**src/rtl/vga_sprite_engine.sv**
```systemverilog
// 640x480 VGA timing generator with NUM_SPRITES solid-colour square sprites over a flat background.
// Define VGA_COLLISION_EN to build the sticky sprite-collision register at address 4*NUM_SPRITES.
module vga_sprite_engine #(
    parameter int unsigned NUM_SPRITES = 4,
    parameter int unsigned SPRITE_SIZE = 32,
    parameter logic [23:0] BG_COLOR    = 24'h302827
) (
    input  logic        clk,
    input  logic        rst,
    input  logic        mem_we,
    input  logic [31:0] address,
    input  logic [31:0] data_in,
    output logic [31:0] data_out,
    output logic        hsync,
    output logic        vsync,
    output logic [7:0]  R,
    output logic [7:0]  G,
    output logic [7:0]  B,
    output logic        frame_start
);
    localparam logic [10:0] SZ        = 11'(SPRITE_SIZE);
    localparam logic [31:0] COLL_ADDR = 32'(4 * NUM_SPRITES);
    localparam logic [31:0] FCNT_ADDR = 32'(4 * NUM_SPRITES + 1);

    logic [9:0]  hcount_q, hcount_d, vcount_q, vcount_d;
    logic        latch, visible;
    logic [NUM_SPRITES-1:0][9:0]  sx_q, sy_q, ax_q, ay_q;
    logic [NUM_SPRITES-1:0]       sen_q, aen_q, hit;
    logic [NUM_SPRITES-1:0][23:0] scol_q, acol_q;
    logic [31:0] fcnt_q, coll_rd;
    logic [23:0] pix_d, rgb_q;
    logic        hsync_d, vsync_d, hsync_q, vsync_q;
    logic        unused_data;

    assign unused_data = ^data_in[30:24];

    always_comb begin
        hcount_d = (hcount_q == 10'd799) ? 10'd0 : hcount_q + 10'd1;
        vcount_d = vcount_q;
        if (hcount_q == 10'd799)
            vcount_d = (vcount_q == 10'd524) ? 10'd0 : vcount_q + 10'd1;
    end

    assign latch       = (hcount_q == 10'd799) && (vcount_q == 10'd479);
    assign visible     = (hcount_q < 10'd640) && (vcount_q < 10'd480);
    assign frame_start = latch;

    // Shadow registers take CPU writes; active registers only change at the latch point,
    // so the latch always copies the pre-write shadow value.
    always_ff @(posedge clk) begin
        if (rst) begin
            sx_q   <= '0;
            sy_q   <= '0;
            sen_q  <= '0;
            scol_q <= '0;
            ax_q   <= '0;
            ay_q   <= '0;
            aen_q  <= '0;
            acol_q <= '0;
            fcnt_q <= '0;
        end else begin
            if (latch) begin
                ax_q   <= sx_q;
                ay_q   <= sy_q;
                aen_q  <= sen_q;
                acol_q <= scol_q;
                fcnt_q <= fcnt_q + 32'd1;
            end
            if (mem_we) begin
                for (int i = 0; i < NUM_SPRITES; i++) begin
                    if (address == 32'(4 * i))     sx_q[i] <= data_in[9:0];
                    if (address == 32'(4 * i + 1)) sy_q[i] <= data_in[9:0];
                    if (address == 32'(4 * i + 2)) begin
                        sen_q[i]  <= data_in[31];
                        scol_q[i] <= data_in[23:0];
                    end
                end
            end
        end
    end

    // 11-bit compare so sprites near x/y=1023 never wrap back to 0.
    for (genvar s = 0; s < NUM_SPRITES; s++) begin : g_hit
        logic [10:0] x0, y0;
        assign x0 = {1'b0, ax_q[s]};
        assign y0 = {1'b0, ay_q[s]};
        assign hit[s] = aen_q[s]
                     && ({1'b0, hcount_q} >= x0) && ({1'b0, hcount_q} < x0 + SZ)
                     && ({1'b0, vcount_q} >= y0) && ({1'b0, vcount_q} < y0 + SZ);
    end

    always_comb begin
        pix_d = BG_COLOR;
        for (int i = NUM_SPRITES - 1; i >= 0; i--)
            if (hit[i]) pix_d = acol_q[i];
        if (!visible) pix_d = '0;
        hsync_d = !((hcount_q >= 10'd656) && (hcount_q <= 10'd751));
        vsync_d = !((vcount_q == 10'd490) || (vcount_q == 10'd491));
    end

    always_ff @(posedge clk) begin
        if (rst) begin
            hcount_q <= '0;
            vcount_q <= '0;
            rgb_q    <= '0;
            hsync_q  <= 1'b1;
            vsync_q  <= 1'b1;
        end else begin
            hcount_q <= hcount_d;
            vcount_q <= vcount_d;
            rgb_q    <= pix_d;
            hsync_q  <= hsync_d;
            vsync_q  <= vsync_d;
        end
    end

    assign {R, G, B} = rgb_q;
    assign hsync     = hsync_q;
    assign vsync     = vsync_q;

`ifdef VGA_COLLISION_EN
    localparam logic [NUM_SPRITES-1:0] ONE = NUM_SPRITES'(1);
    logic [NUM_SPRITES-1:0] coll_q, coll_d, coll_set;

    // Set wins over a simultaneous write-one-to-clear.
    always_comb begin
        coll_set = (visible && ((hit & (hit - ONE)) != '0)) ? hit : '0;
        coll_d   = coll_q;
        if (mem_we && (address == COLL_ADDR))
            coll_d = coll_d & ~data_in[NUM_SPRITES-1:0];
        coll_d = coll_d | coll_set;
    end

    always_ff @(posedge clk) begin
        if (rst) coll_q <= '0;
        else     coll_q <= coll_d;
    end

    assign coll_rd = 32'(coll_q);
`else
    assign coll_rd = '0;
`endif

    always_comb begin
        data_out = '0;
        for (int i = 0; i < NUM_SPRITES; i++) begin
            if (address == 32'(4 * i))     data_out = {22'd0, sx_q[i]};
            if (address == 32'(4 * i + 1)) data_out = {22'd0, sy_q[i]};
            if (address == 32'(4 * i + 2)) data_out = {sen_q[i], 7'd0, scol_q[i]};
        end
        if (address == COLL_ADDR) data_out = coll_rd;
        if (address == FCNT_ADDR) data_out = fcnt_q;
    end

endmodule

```
**config.mk**
```make
export PLATFORM = sky130hd
export DESIGN_NAME = vga_sprite_engine
export DESIGN_NICKNAME = d
export VERILOG_FILES = /design/src/rtl/vga_sprite_engine.sv
export SDC_FILE = /design/constraint.sdc
export NUM_CORES = 1
export LEC_CHECK = 0
export ABC_CLOCK_PERIOD_IN_PS = 3400
export CAP_MARGIN = 30
export CORE_MARGIN = 2
export CORE_UTILIZATION = 60
export DETAILED_ROUTE_END_ITERATION = 8
export HOLD_SLACK_MARGIN = 0.1
export PLACE_DENSITY_LB_ADDON = 0.08
export REMOVE_ABC_BUFFERS = 1
export SLEW_MARGIN = 10
export SYNTH_ARGS = -nofsm -noshare
export SYNTH_HDL_FRONTEND = slang
export SYNTH_SLANG_ARGS = --single-unit
```
**constraint.sdc**
```tcl
create_clock -name clk -period 3.4 [get_ports clk]
set_input_delay 0.68 -clock clk [delete_from_list [all_inputs] [get_ports clk]]
set_output_delay 0.68 -clock clk [all_outputs]
set_load 0.02 [all_outputs]
```
==> out/results.env <==
NETLIST_INSTANCES=2719
FLOORPLAN.INITIALDENSITY=0.611
DOMINANTREGCELLSYNTH='sky130_fd_sc_hd__dfxtp_1'
SYNTH_TOP_CELL_AREA_SHARE=0.414
GP_CONGESTION=1.00
NUM_ANTENNA_CELLS=0
NUMBER_OF_ANTENNA_VIOLATIONS_AT_THE_FIRST_CHECK_IN_GLOBAL_ROUTING=0
REMAINING_DRC_ERRORS=0
DETAIL-ROUTE-ANTENNA-NETS=0
CLOCK_TREE.ROOT_CELL='sky130_fd_sc_hd__clkbuf_16'
CORE-AREA_MM2=0.0346
HTREE_NUM_LEVELS=2
CRIT_PATH_END_KIND='output pin'
FINAL_PERIOD_MINUS_WORST_SETUP_SLACK_NS=3.64
DIE_W_UM=192
CRITPATHREQUIREDTIME_NS=2.72
SYNTH-EDFF-COUNT=0
SLEW_VIOLATIONS=0
R2R_END='rgb_q[1]$_SDFF_PP0_'
MAX-CLOCK-PATH-BUFFERS=3
FP-ROW-COUNT=68
CTS.SINK_COUNT=438
FILL_CELLS=2502
CRITICALPATHCATEGORY='primary input to output pin'
SYNTHDISTINCTLIBCELLS=66
CRIT_ARRIVAL_NS=2.96
LARGEST_NET_DEGREE_AT_THE_START_OF_GLOBAL_ROUTING=162
SEQUENTIAL_FRACTION_OF_THE_SYNTHESIS_AREA=0.414
DRT_INITIAL_VIOLATIONS=2316
HP-START='acol_q[27]$_SDFFE_PP0P_'
R2R_CELLS=10
PEAKVDDDROP_mV=0.530
PORT_BUFFERS=118
DPL_WORST_SLACK_NS=-1.18
FIN_WS_NS=-0.237
GLOBAL_ROUTE_WIRE_LENGTH_BEFORE_REPAIR_UM=112000
INSERTION_DELAY_NS=0.60
POWER.DENSITY_CELL_AREA_mW_PER_MM2=404
POST_ROUTE_CELLS_DRIVE_ABOVE_1_SHARE=0.149
FMAX_MHz=275
YS_FF_LATCH=438
CLOCK_BUFFERS_CREATED_BY_TRITONCTS=45
SYNTH_TOP_CELL_BY_AREA='sky130_fd_sc_hd__dfxtp_1'
PERIOD_SHARE=1.07
SYNTH_AREA_LEADERS='sky130_fd_sc_hd__dfxtp_1 41%, sky130_fd_sc_hd__nand2_1 14%, sky130_fd_sc_hd__a21oi_1 9.9%'
FINAL-HOLD-VIOLATION-COUNT=0
WORSTSETUPSTARTPOINTTYPE='primary input'
HOLD_DEPTH=2
RUN_STATUS='finished, violations left'
IO-PIN-COUNT=126
FLOORPLAN.DIE_AREA_MM2=0.0368
SETUP_VIOL=11
GLOBAL_ROUTE.USAGE.TOTAL=0.396
DIE_HEIGHT_UM=192
ROUTE.VIAS.TOTAL=21200
HOLD-PATH-ENDPOINT='acol_q[27]$_SDFFE_PP0P_'
POSTCTSHOLDBUFS=0
DRTPASS1ITERATIONS=8
SETUP_TNS_NS=-1.62
AREA_GROWTH_SYN_TO_LAYOUT_PCT=24.2
LEAKAGEPOWER_uW=0.00957
YOSYSWARNINGS=0
CTS.REPORTEDPATHS.CLKPINSLEW_NS=0.06
MAX_SLEW.WORST_PIN.SLEW_NS=0.890
POST_SYNTH_INSTANCE_AREA_MM2=0.0212
FINALNETCOUNT=3136
VIOLATIONS='negative setup slack'
CAP_VIOLATIONS=0
YS_ASYNC_SR_FRACTION=0
GRT_SETUP_UNREPAIRED='true'
POST-DP-HPWL_UM=51900
R2R_SETUP_SLACK_NS=0.11
CLOCK_SKEW_NS=0.0320
GLOBAL_ROUTE.OVERFLOW_TOTAL=0
WORST-PATH-MAX-FANOUT=8
VIAS_IN_THE_FIRST_GLOBAL_ROUTE=20100
DRT-TOTAL-WL_UM=74500
AVGVIACOUNTPERCELL=6.20
SYNTHESIZED_AREA_PER_CELL_UM2=7.79
WL_PER_CELL_UM=21.8
WORSTHOLDPATHTYPE='flip-flop to flip-flop'
TIMING.MAX_SLEW.REL_SLACK=0.405
UTILIZATION=0.760
TRITONCTS='done'
R2R-START='ax_q[26]$_SDFFE_PP0P_'
-- Yosys cell counts, drive strengths merged, types with 9 or more instances --
cell / number
nand2: 789
dfxtp: 438
a21oi: 418
ha: 134
inv: 127
clkbuf: 121
nor2: 89
nand3: 69
a22oi: 44
buf: 41
o21ai: 39
xnor2: 36
nor3: 30
xor2: 27
nand2b: 26
a221o: 24
nor4: 21
a222oi: 20
and3: 19
a221oi: 18
nand4: 18
or3: 18
a32o: 17
a21o: 12
nor2b: 12
o22ai: 12
o211ai: 10
a2111oi: 9
a211oi: 9
o31ai: 9
-- cell type report --
class / count / area, um^2 / area share
inverters: 128 / 485 / 0.0185
clock inverters: 16 / 216 / 0.00823
flip-flops and latches: 438 / 8770 / 0.333
well taps: 455 / 569 / 0.0216
clock buffers: 65 / 1290 / 0.0491
repair buffers: 331 / 3190 / 0.121
multi-input cells: 1991 / 11800 / 0.448
-- worst max-delay path by stage --
stage / start / end / slack (ns) / cells after the start
floorplan: hcount_q[1]$_SDFF_PP0_ / fcnt_q[6]$_SDFFE_PP0P_ / -5.66 / 10
global placement: address[17] / data_out[9] / -1.15 / 11
detailed placement: address[17] / data_out[9] / -1.18 / 11
CTS: address[23] / data_out[9] / -0.25 / 12
global route: address[27] / data_out[7] / -0.33 / 15
finish: address[5] / data_out[7] / -0.24 / 14
-- critical path, cell delays in order --
cell	delay (ns)
sky130_fd_sc_hd__clkdlybuf4s15_1	0.23
sky130_fd_sc_hd__nor4_4	0.20
sky130_fd_sc_hd__nand4_4	0.18
sky130_fd_sc_hd__buf_6	0.16
sky130_fd_sc_hd__nor2_4	0.21
sky130_fd_sc_hd__buf_6	0.15
sky130_fd_sc_hd__nand3_1	0.07
sky130_fd_sc_hd__buf_6	0.16
sky130_fd_sc_hd__o22ai_2	0.14
sky130_fd_sc_hd__nor3_1	0.08
sky130_fd_sc_hd__a221oi_2	0.27
sky130_fd_sc_hd__o31ai_1	0.13
sky130_fd_sc_hd__buf_4	0.16
sky130_fd_sc_hd__buf_6	0.13
-- sequential cells by signal (all words and copies together), names as in the netlist, 24 cells and up --
name    cells
scol_q     96
sx_q       40
rgb_q      24
sy_q       40
ay_q       40
ax_q       40
acol_q     96
fcnt_q     32
-- per-stage QoR --
step | instance area (um^2) | power [uW] | instances | hold slack (ns)
floorplan | 20500 | 5350 | 2557 | 0.425
global placement | 23900 | 5630 | 3310 | 0.438
detailed placement | 23900 | 5630 | 3310 | 0.444
CTS | 25800 | 10600 | 3412 | 0.453
global route | 26300 | 10900 | 3424 | 0.471
finish | 26300 | 10600 | 3424 | 0.451
-- layer usage --
metal  global-route usage  routed length, um  vias to the layer above
met4                0.233               4630                        0
met3               0.0596               6210                      259
met2                0.673              35400                     1129
li1                     -                  -                     9793
met5                    0                  0                        -
met1                0.475              28300                    10000
-- layout by cell type (no fill, tap or decap), types with 13 or more instances in the layout --
cell type                         synthesis  layout
sky130_fd_sc_hd__a21oi_1                418     415
sky130_fd_sc_hd__a221o_1                 24      24
sky130_fd_sc_hd__a221oi_2                 5      13
sky130_fd_sc_hd__a222oi_1                20      20
sky130_fd_sc_hd__a22oi_1                 44      24
sky130_fd_sc_hd__a22oi_2                  0      20
sky130_fd_sc_hd__a32o_1                  17      17
sky130_fd_sc_hd__and3_1                  19      18
sky130_fd_sc_hd__buf_12                   0      20
sky130_fd_sc_hd__buf_2                   37      13
sky130_fd_sc_hd__buf_4                    2     156
sky130_fd_sc_hd__buf_6                    1      68
sky130_fd_sc_hd__clkbuf_16                0      46
sky130_fd_sc_hd__clkdlybuf4s50_1          0      52
sky130_fd_sc_hd__dfxtp_1                438     436
sky130_fd_sc_hd__ha_1                   134     133
sky130_fd_sc_hd__inv_1                  125     125
sky130_fd_sc_hd__nand2_1                789     781
sky130_fd_sc_hd__nand2b_1                26      24
sky130_fd_sc_hd__nand3_1                 69      65
sky130_fd_sc_hd__nand4_1                 17      17
sky130_fd_sc_hd__nor2_1                  89      85
sky130_fd_sc_hd__nor3_1                  27      22
sky130_fd_sc_hd__o21ai_0                 38      36
sky130_fd_sc_hd__or3_1                   18      17
sky130_fd_sc_hd__xnor2_1                 36      36
sky130_fd_sc_hd__xor2_1                  27      27
-- report_power, final --
part | total [uW] | leakage (uW) | internal, uW | switching (uW)
Clock | 5090 | 0.000741 | 2960 | 2120
Sequential | 5150 | 0.00353 | 5140 | 7.11
Combinational | 396 | 0.00530 | 142 | 254
Total | 10600 | 0.00957 | 8240 | 2380
-- repair_timing --
item	4_1_cts	5_1_grt
gates cloned	1	1
gates resized for setup	319	108
setup buffers	22	18
setup endpoints to repair	55	55
pin swaps	58	53
-- cell families (layout without fill, tap and decap cells) --
family / count (synthesis) / after routing / synth area share
flops: 438 / 438 / 0.414
fa+ha+maj: 134 / 134 / 0.0792
buf+inv: 290 / 540 / 0.0543
xor+xnor: 63 / 63 / 0.0261
compound gates: 675 / 675 / 0.196
simple gates: 1119 / 1119 / 0.230
Note: power is estimated with default switching activity, not from simulation.
